**src/rtl/viterbi_pkg.sv**
```systemverilog
// Shared Viterbi datapath definitions: default metric widths, the path-metric
// ceiling and the metric types used by the ACS stages.
package viterbi_pkg;

  localparam int BM_W = 2;
  localparam int PM_W = 2;

  localparam logic [PM_W-1:0] PM_MAX = {PM_W{1'b1}};

  typedef logic [BM_W-1:0] bm_t;
  typedef logic [PM_W-1:0] pm_t;

endpackage : viterbi_pkg

```
**src/rtl/add_unit_if.sv**
```systemverilog
// Operand/result bundle of the ACS saturating add stage; the slave side is the
// add unit, the master side is whatever feeds metrics and consumes results.
interface add_unit_if #(
  parameter int W_BM = viterbi_pkg::BM_W,
  parameter int W_PM = viterbi_pkg::PM_W
);

  logic [W_BM-1:0] i_BM;
  logic [W_PM-1:0] i_PM;
  logic            i_valid;
  logic [W_PM-1:0] o_PM;
  logic            o_sat;
  logic [W_PM-1:0] o_PM_r;
  logic            o_sat_r;
  logic            o_valid;

  modport master (
    output i_BM, i_PM, i_valid,
    input  o_PM, o_sat, o_PM_r, o_sat_r, o_valid
  );

  modport slave (
    input  i_BM, i_PM, i_valid,
    output o_PM, o_sat, o_PM_r, o_sat_r, o_valid
  );

endinterface : add_unit_if

```
**src/rtl/add_unit_sat_adder.sv**
```systemverilog
// Pure combinational zero-extend, add and clamp of a branch metric onto a path
// metric; the result never wraps past the path-metric ceiling.
module sat_adder #(
  parameter int W_BM = 2,
  parameter int W_PM = 2
) (
  input  logic [W_BM-1:0] bm_i,
  input  logic [W_PM-1:0] pm_i,
  output logic [W_PM-1:0] sum_o,
  output logic            sat_o
);

  logic [W_PM:0] sum_ext;

  // Both operands are at most 2^W_PM-1, so the extra bit is set exactly when
  // the true sum exceeds the ceiling; a sum equal to the ceiling is not saturated.
  assign sum_ext = {{(W_PM + 1 - W_BM){1'b0}}, bm_i} + {1'b0, pm_i};
  assign sat_o   = sum_ext[W_PM];
  assign sum_o   = sat_o ? {W_PM{1'b1}} : sum_ext[W_PM-1:0];

endmodule : sat_adder

```
**src/rtl/add_unit.sv**
```systemverilog
// Saturating add stage of the ACS datapath: combinational result for same-cycle
// use plus a one-cycle registered copy qualified by a valid flag.
module add_unit
  import viterbi_pkg::*;
#(
  parameter int W_BM = BM_W,
  parameter int W_PM = PM_W
) (
  input  logic       i_clk,
  input  logic       i_rst_n,
  add_unit_if.slave  bus
);

  logic [W_PM-1:0] pm_d, pm_q;
  logic            sat_d, sat_q;
  logic            valid_q;

  sat_adder #(
    .W_BM (W_BM),
    .W_PM (W_PM)
  ) u_sat_adder (
    .bm_i  (bus.i_BM),
    .pm_i  (bus.i_PM),
    .sum_o (pm_d),
    .sat_o (sat_d)
  );

  // NOTE: sequential state uses non-blocking assignments so every flop samples
  // pre-edge values regardless of statement order.
  always_ff @(posedge i_clk or negedge i_rst_n) begin
    if (!i_rst_n) begin
      pm_q    <= '0;
      sat_q   <= 1'b0;
      valid_q <= 1'b0;
    end else begin
      valid_q <= bus.i_valid;
      if (bus.i_valid) begin
        pm_q  <= pm_d;
        sat_q <= sat_d;
      end
    end
  end

  assign bus.o_PM    = pm_d;
  assign bus.o_sat   = sat_d;
  assign bus.o_PM_r  = pm_q;
  assign bus.o_sat_r = sat_q;
  assign bus.o_valid = valid_q;

endmodule : add_unit

```
**src/flat_wrapper.sv**
```systemverilog
// flat-port wrapper written by rule: the top's interface ports become plain ports
module add_unit_flat import viterbi_pkg::*;
#(
  parameter int W_BM = BM_W,
  parameter int W_PM = PM_W
)
  (i_clk, i_rst_n, bus_i_BM, bus_i_PM, bus_i_valid, bus_o_PM, bus_o_sat, bus_o_PM_r, bus_o_sat_r, bus_o_valid);
  add_unit_if #(.W_BM(W_BM), .W_PM(W_PM)) bus_i ();
  input  logic i_clk;
  input  logic i_rst_n;
  input wire logic [$bits(bus_i.i_BM)-1:0] bus_i_BM;
  input wire logic [$bits(bus_i.i_PM)-1:0] bus_i_PM;
  input wire logic [$bits(bus_i.i_valid)-1:0] bus_i_valid;
  output wire logic [$bits(bus_i.o_PM)-1:0] bus_o_PM;
  output wire logic [$bits(bus_i.o_sat)-1:0] bus_o_sat;
  output wire logic [$bits(bus_i.o_PM_r)-1:0] bus_o_PM_r;
  output wire logic [$bits(bus_i.o_sat_r)-1:0] bus_o_sat_r;
  output wire logic [$bits(bus_i.o_valid)-1:0] bus_o_valid;
  assign bus_i.i_BM = bus_i_BM;
  assign bus_i.i_PM = bus_i_PM;
  assign bus_i.i_valid = bus_i_valid;
  assign bus_o_PM = bus_i.o_PM;
  assign bus_o_sat = bus_i.o_sat;
  assign bus_o_PM_r = bus_i.o_PM_r;
  assign bus_o_sat_r = bus_i.o_sat_r;
  assign bus_o_valid = bus_i.o_valid;
  add_unit #(.W_BM(W_BM), .W_PM(W_PM)) u_core (.i_clk(i_clk), .i_rst_n(i_rst_n), .bus(bus_i));
endmodule
```
**config.mk**
```make
export PLATFORM = sky130hd
export DESIGN_NAME = add_unit_flat
export DESIGN_NICKNAME = d
export VERILOG_FILES = /design/src/rtl/viterbi_pkg.sv /design/src/rtl/add_unit_if.sv /design/src/rtl/add_unit_sat_adder.sv /design/src/rtl/add_unit.sv /design/src/flat_wrapper.sv
export SDC_FILE = /design/constraint.sdc
export NUM_CORES = 1
export LEC_CHECK = 0
export ABC_CLOCK_PERIOD_IN_PS = 2550
export BUFFER_PORTS_ARGS = -buffer_cell sky130_fd_sc_hd__buf_2
export CAP_MARGIN = 25
export CORE_AREA = 8 8 45 47
export DETAILED_ROUTE_END_ITERATION = 16
export DIE_AREA = 0 0 53 55
export GPL_ROUTABILITY_DRIVEN = 0
export HOLD_SLACK_MARGIN = 0.15
export SYNTH_ARGS = -nofsm -noshare
export SYNTH_HDL_FRONTEND = slang
export SYNTH_SLANG_ARGS = --single-unit
```
**constraint.sdc**
```tcl
create_clock -name i_clk -period 2.55 [get_ports i_clk]
set_input_delay 0.1275 -clock i_clk [delete_from_list [all_inputs] [get_ports i_clk]]
set_output_delay 0.1275 -clock i_clk [all_outputs]
set_load 0.1 [all_outputs]
```
; ---- Word level (Yosys, flattened, before mapping)
; Cells that the tools add are included.
[op_classes]
magnitude_cmp = 0
reduce_logical = 0
multipliers = 0
n_shift = 0
mux = 1
bitwise = 0
div_mod_pow = 0
n_eq_ne = 0
add_sub_neg = 1
[ops]
columns = cell, n
row1 = 2-bit by 2-bit adder with 3-bit output, 1
row2 = 2-bit two-way mux, 1
[word_totals]
latchBits = 0
in_bits = 7
ff_bits = 4
mem_bits_rw = 0
n_memories = 0
out_inout_bits = 7
mem_bits_ro = 0

; ---- Logic depth before layout (Yosys ltp)
[depth]
word_depth = 2
depth_mapped = 4
ltp_nobuf = 4

; ---- Cells and area by module
; From an unflattened synthesis, not the netlist that was laid out.
[hier_totals]
hier_cells = 11
hier_area_um2 = 178.9
[by_module_without_submodules]
columns = mod, area_per_inst_um2, seq_area_each_um2, instances, cells_each
row1 = add_unit, 133.9, 100.1, 1, 7
row2 = sat_adder, 45.0, 0.0, 1, 4

; ---- Least setup slack after synthesis
; OpenSTA, ideal clock, no wires.
[synth_timing]
path_type = input port to flip-flop
start = input bus_i_PM[0]
end = register u_core.pm_q[1] (netlist: u_core.bus.o_PM_r[1])
cell_stages = 4
arrival_ns = 2.274
path_slack_ns = 0.150
path_cell_list = ha_1 > fa_1 > or2_1 > mux2_2
[synth_via]
elab_chain_len = 2
[synth_lines]
columns = element, line
row1 = "start, declared", flat_wrapper.sv:12  ; input wire logic [$bits(bus_i.i_PM)-1:0] bus_i_PM;
row2 = 2-bit by 2-bit adder with 3-bit output, add_unit_sat_adder.sv:17  ; assign sum_ext = {{(W_PM + 1 - W_BM){1'b0}}, bm_i} + {1'b0, pm_i};
row3 = named net bus_o_sat, flat_wrapper.sv:15  ; output wire logic [$bits(bus_i.o_sat)-1:0] bus_o_sat;
row4 = 2-bit two-way mux, add_unit_sat_adder.sv:19  ; assign sum_o = sat_o ? {W_PM{1'b1}} : sum_ext[W_PM-1:0];
row5 = named net bus_o_PM[1], flat_wrapper.sv:14  ; output wire logic [$bits(bus_i.o_PM)-1:0] bus_o_PM;
row6 = "end signal, assigned", add_unit.sv:38  ; pm_q <= pm_d;
row7 = "end, declared", add_unit.sv:14  ; logic [W_PM-1:0] pm_d, pm_q;
; The timed path passes the listed nets, and every way through them passes these cells.
; A chain may end at the register's enable or synchronous reset.

; ---- Worst setup path after layout
[layout_timing]
start = input bus_i_PM[0]
end = output bus_o_PM[1]
[layout_via]
elab_chain_len = 2
[layout_lines]
columns = element, line
row1 = 2-bit by 2-bit adder with 3-bit output, add_unit_sat_adder.sv:17
row2 = 2-bit two-way mux, add_unit_sat_adder.sv:19
row3 = "end, declared", flat_wrapper.sv:14
; No other way between the ends.

==> results.txt <==
Status: finished clean
Skew-Pair Late Insertion Delay: 0.23 ns
Routed wire length: 536 µm
Crit path max-delay family: adder cells
Via count: 161
# DRC: 0
CP Data Arrival Time: 1.46 ns
Crit start category: input pin
Overall Global Routing Usage: 4.712%
Crit Path Category: input pin to output port
Vias in the first global route: 206
Top-area cell type share of the netlist area: 54.79%
Tcrit/Tclk final: 62.14%
Asr flop ratio synth: 100.0%
Die height: 55 µm
Final setup fails: 0
Peak supply drop: 0.2281 mV
Synth warn: 0
Switching pwr: 0.0001405 W
Sequential fraction of the synthesis area: 54.79%
CTS tree: yes
Reg2reg setup slack: 1.79 ns
Storage cell area: 100.1 µm²
Clock Path Buffers: 2
Combinational Power Share: 47.6%
Post-CTS Setup Inserts: 0
Total CTS buffers: 3
Die X: 53 µm
Crit path cell chain: buf_2, ha_1, fa_1, or2_1, buf_2
Share of cells above drive strength 1: 65.52%
Synth top area cells: dfrtp_1, mux2_2, fa_1
Global-route wire length before repair: 903 µm
Sequential Power Share: 25.9%
Reg2Reg Capture Point: u_core.bus.o_PM_r[0]
Slowest stage delay, CP: 0.48 ns
Final hold viol count: 0
Die area: 2915 µm²
Critical Path Slowest Stage Cell: fa_1
Synth Register Bits: 4
Clock root cell: clkbuf_4
Filler cell count: 156
Setup TNS: 0 ns
Slew HR: 67.41%
Area of the multi-input gates: 82.58 µm²
R2R depth: 1
P&R area growth vs syn: 69.86%
Final Skew: 0 ns
Cts repair resizes: 0
Hold Path Class: input pin to asynchronous set/reset pin
Tmin final: 1.585 ns
Core area: 1384 µm²
Dominant synthesized flop cell: dfrtp_1
R2R Path Start: u_core.bus.o_PM_r[0]
Mapped cell area: 182.7 µm²
Fmax: 631.1 MHz
Worst Path Required: 2.42 ns
FP Rows: 14
Switching Share: 48.51%
Final hold slack: 0.2303 ns
Critical Path Sink Type: output port
Mapped Cells: 11
RSZ-0062 raised after global routing: false
Int Pwr: 0.0001491 W
Ports: 14
Critical path's most frequent cell: buf_2
Post-DRT Antenna Nets: 0
Leak pwr: 0.1529 nW
Final slew viol count: 0
Wire per inst: 11.91 µm
Largest net degree at the start of global routing: 5
Initial antenna violation count: 0
Fin nets: 40
Starting DRC count in detailed routing: 1
Maxcap violations: 0
Inserted Diodes: 0
CTS Hold Bufs: 2
Slew @ Worst Pin: 0.4923 ns
Most frequent cells after synthesis: dfrtp_1, mux2_2, or2_1
Initial Util: 13.20%
PD cells: 933.3 nW/µm²
Avg Cell Area, Syn: 16.61 µm²
Clk pin slew, worst setup/hold paths: 0.04 ns
Max FO, Critical Path: 2
Synth area leader: dfrtp_1
Vias/cell: 3.578
Yosys cell types: 6
Clock tree sinks: 4
Bufs and invs on worst path: 2
Grt ovf: 0
CTS H-Tree Depth: 1
Port buffer count: 13
TritonRoute pass-1 iters: 2
Post-Syn Nets: 20
Most frequent cell after synthesis: dfrtp_1
Clk network pwr share: 26.4%
Number of synthesized flops with an enable pin: 0
per-stage QoR:
stage,setup WS [ns],cells,utilization (%),power (W),instance area (µm²)
after global routing,0.9013,45,22.42,0.0003066,310.3
after detailed placement,0.9591,40,19.35,0.0002128,267.8
after floorplan,0.1497,11,-,0.0001877,182.7
final,0.9654,45,22.42,0.0002896,310.3
after global placement,0.9623,40,19.35,0.0002114,267.8
after CTS,0.9588,45,22.42,0.0002959,310.3
registers in the layout (all words and copies together), names as in the netlist:
name,flops
u_core.bus.o_PM_r,2
u_core.bus.o_sat_r,1
u_core.bus.o_valid,1
layout by cell type (no fill, tap or decap):
cell,netlist,layout
dfrtp_1,4,4
fa_1,1,1
or2_1,2,2
mux2_4,1,1
dlygate4sd3_1,0,2
buf_2,0,13
mux2_2,2,2
clkbuf_4,0,3
ha_1,1,1
how the worst max path moves through the flow:
stage | depth (start not counted) | slack (ns) | to | from
after detailed placement | 5 | 0.96 | bus_o_PM[1] | bus_i_PM[0]
after global placement | 5 | 0.96 | bus_o_PM[1] | bus_i_PM[0]
after CTS | 5 | 0.96 | bus_o_PM[1] | bus_i_PM[0]
after global routing | 5 | 0.90 | bus_o_PM[1] | bus_i_PM[0]
final | 5 | 0.97 | bus_o_PM[1] | bus_i_PM[0]
after floorplan | 4 | 0.15 | u_core.bus.o_PM_r[1] | bus_i_PM[0]
cell families after synthesis:
family	share of synthesized area, %
adder cells (fa/ha/maj)	17.81
flip-flops	54.80
multiplexers	20.54
AND/OR/NAND/NOR	6.848
routing by layer:
| metal | GRT usage, % | up-vias | wire length, µm |
|---|---|---|---|
| met3 | 5.882 | 0 | 155 |
| li1 | - | 74 | - |
| met4 | 3.879 | 0 | 0 |
| met5 | 0 | - | 0 |
| met1 | 4.747 | 73 | 221 |
| met2 | 4.688 | 14 | 158 |
power by group through the flow:
stage                     combinational (W)  clock [W]  sequential [W]
after floorplan                   0.0000532          0        0.000134
after global placement             0.000135          0       0.0000763
after detailed placement           0.000137          0       0.0000760
after CTS                          0.000139  0.0000815       0.0000752
after global routing               0.000144  0.0000862       0.0000762
final                              0.000138  0.0000766       0.0000751
cell type report:
class                   instances  area share, %
flip-flops and latches          4          32.26
multi-input cells               7          26.61
repair buffers                 15          27.42
clock buffers                   3          7.258
well taps                      16          6.452
Power figures use the tool's default switching activity.
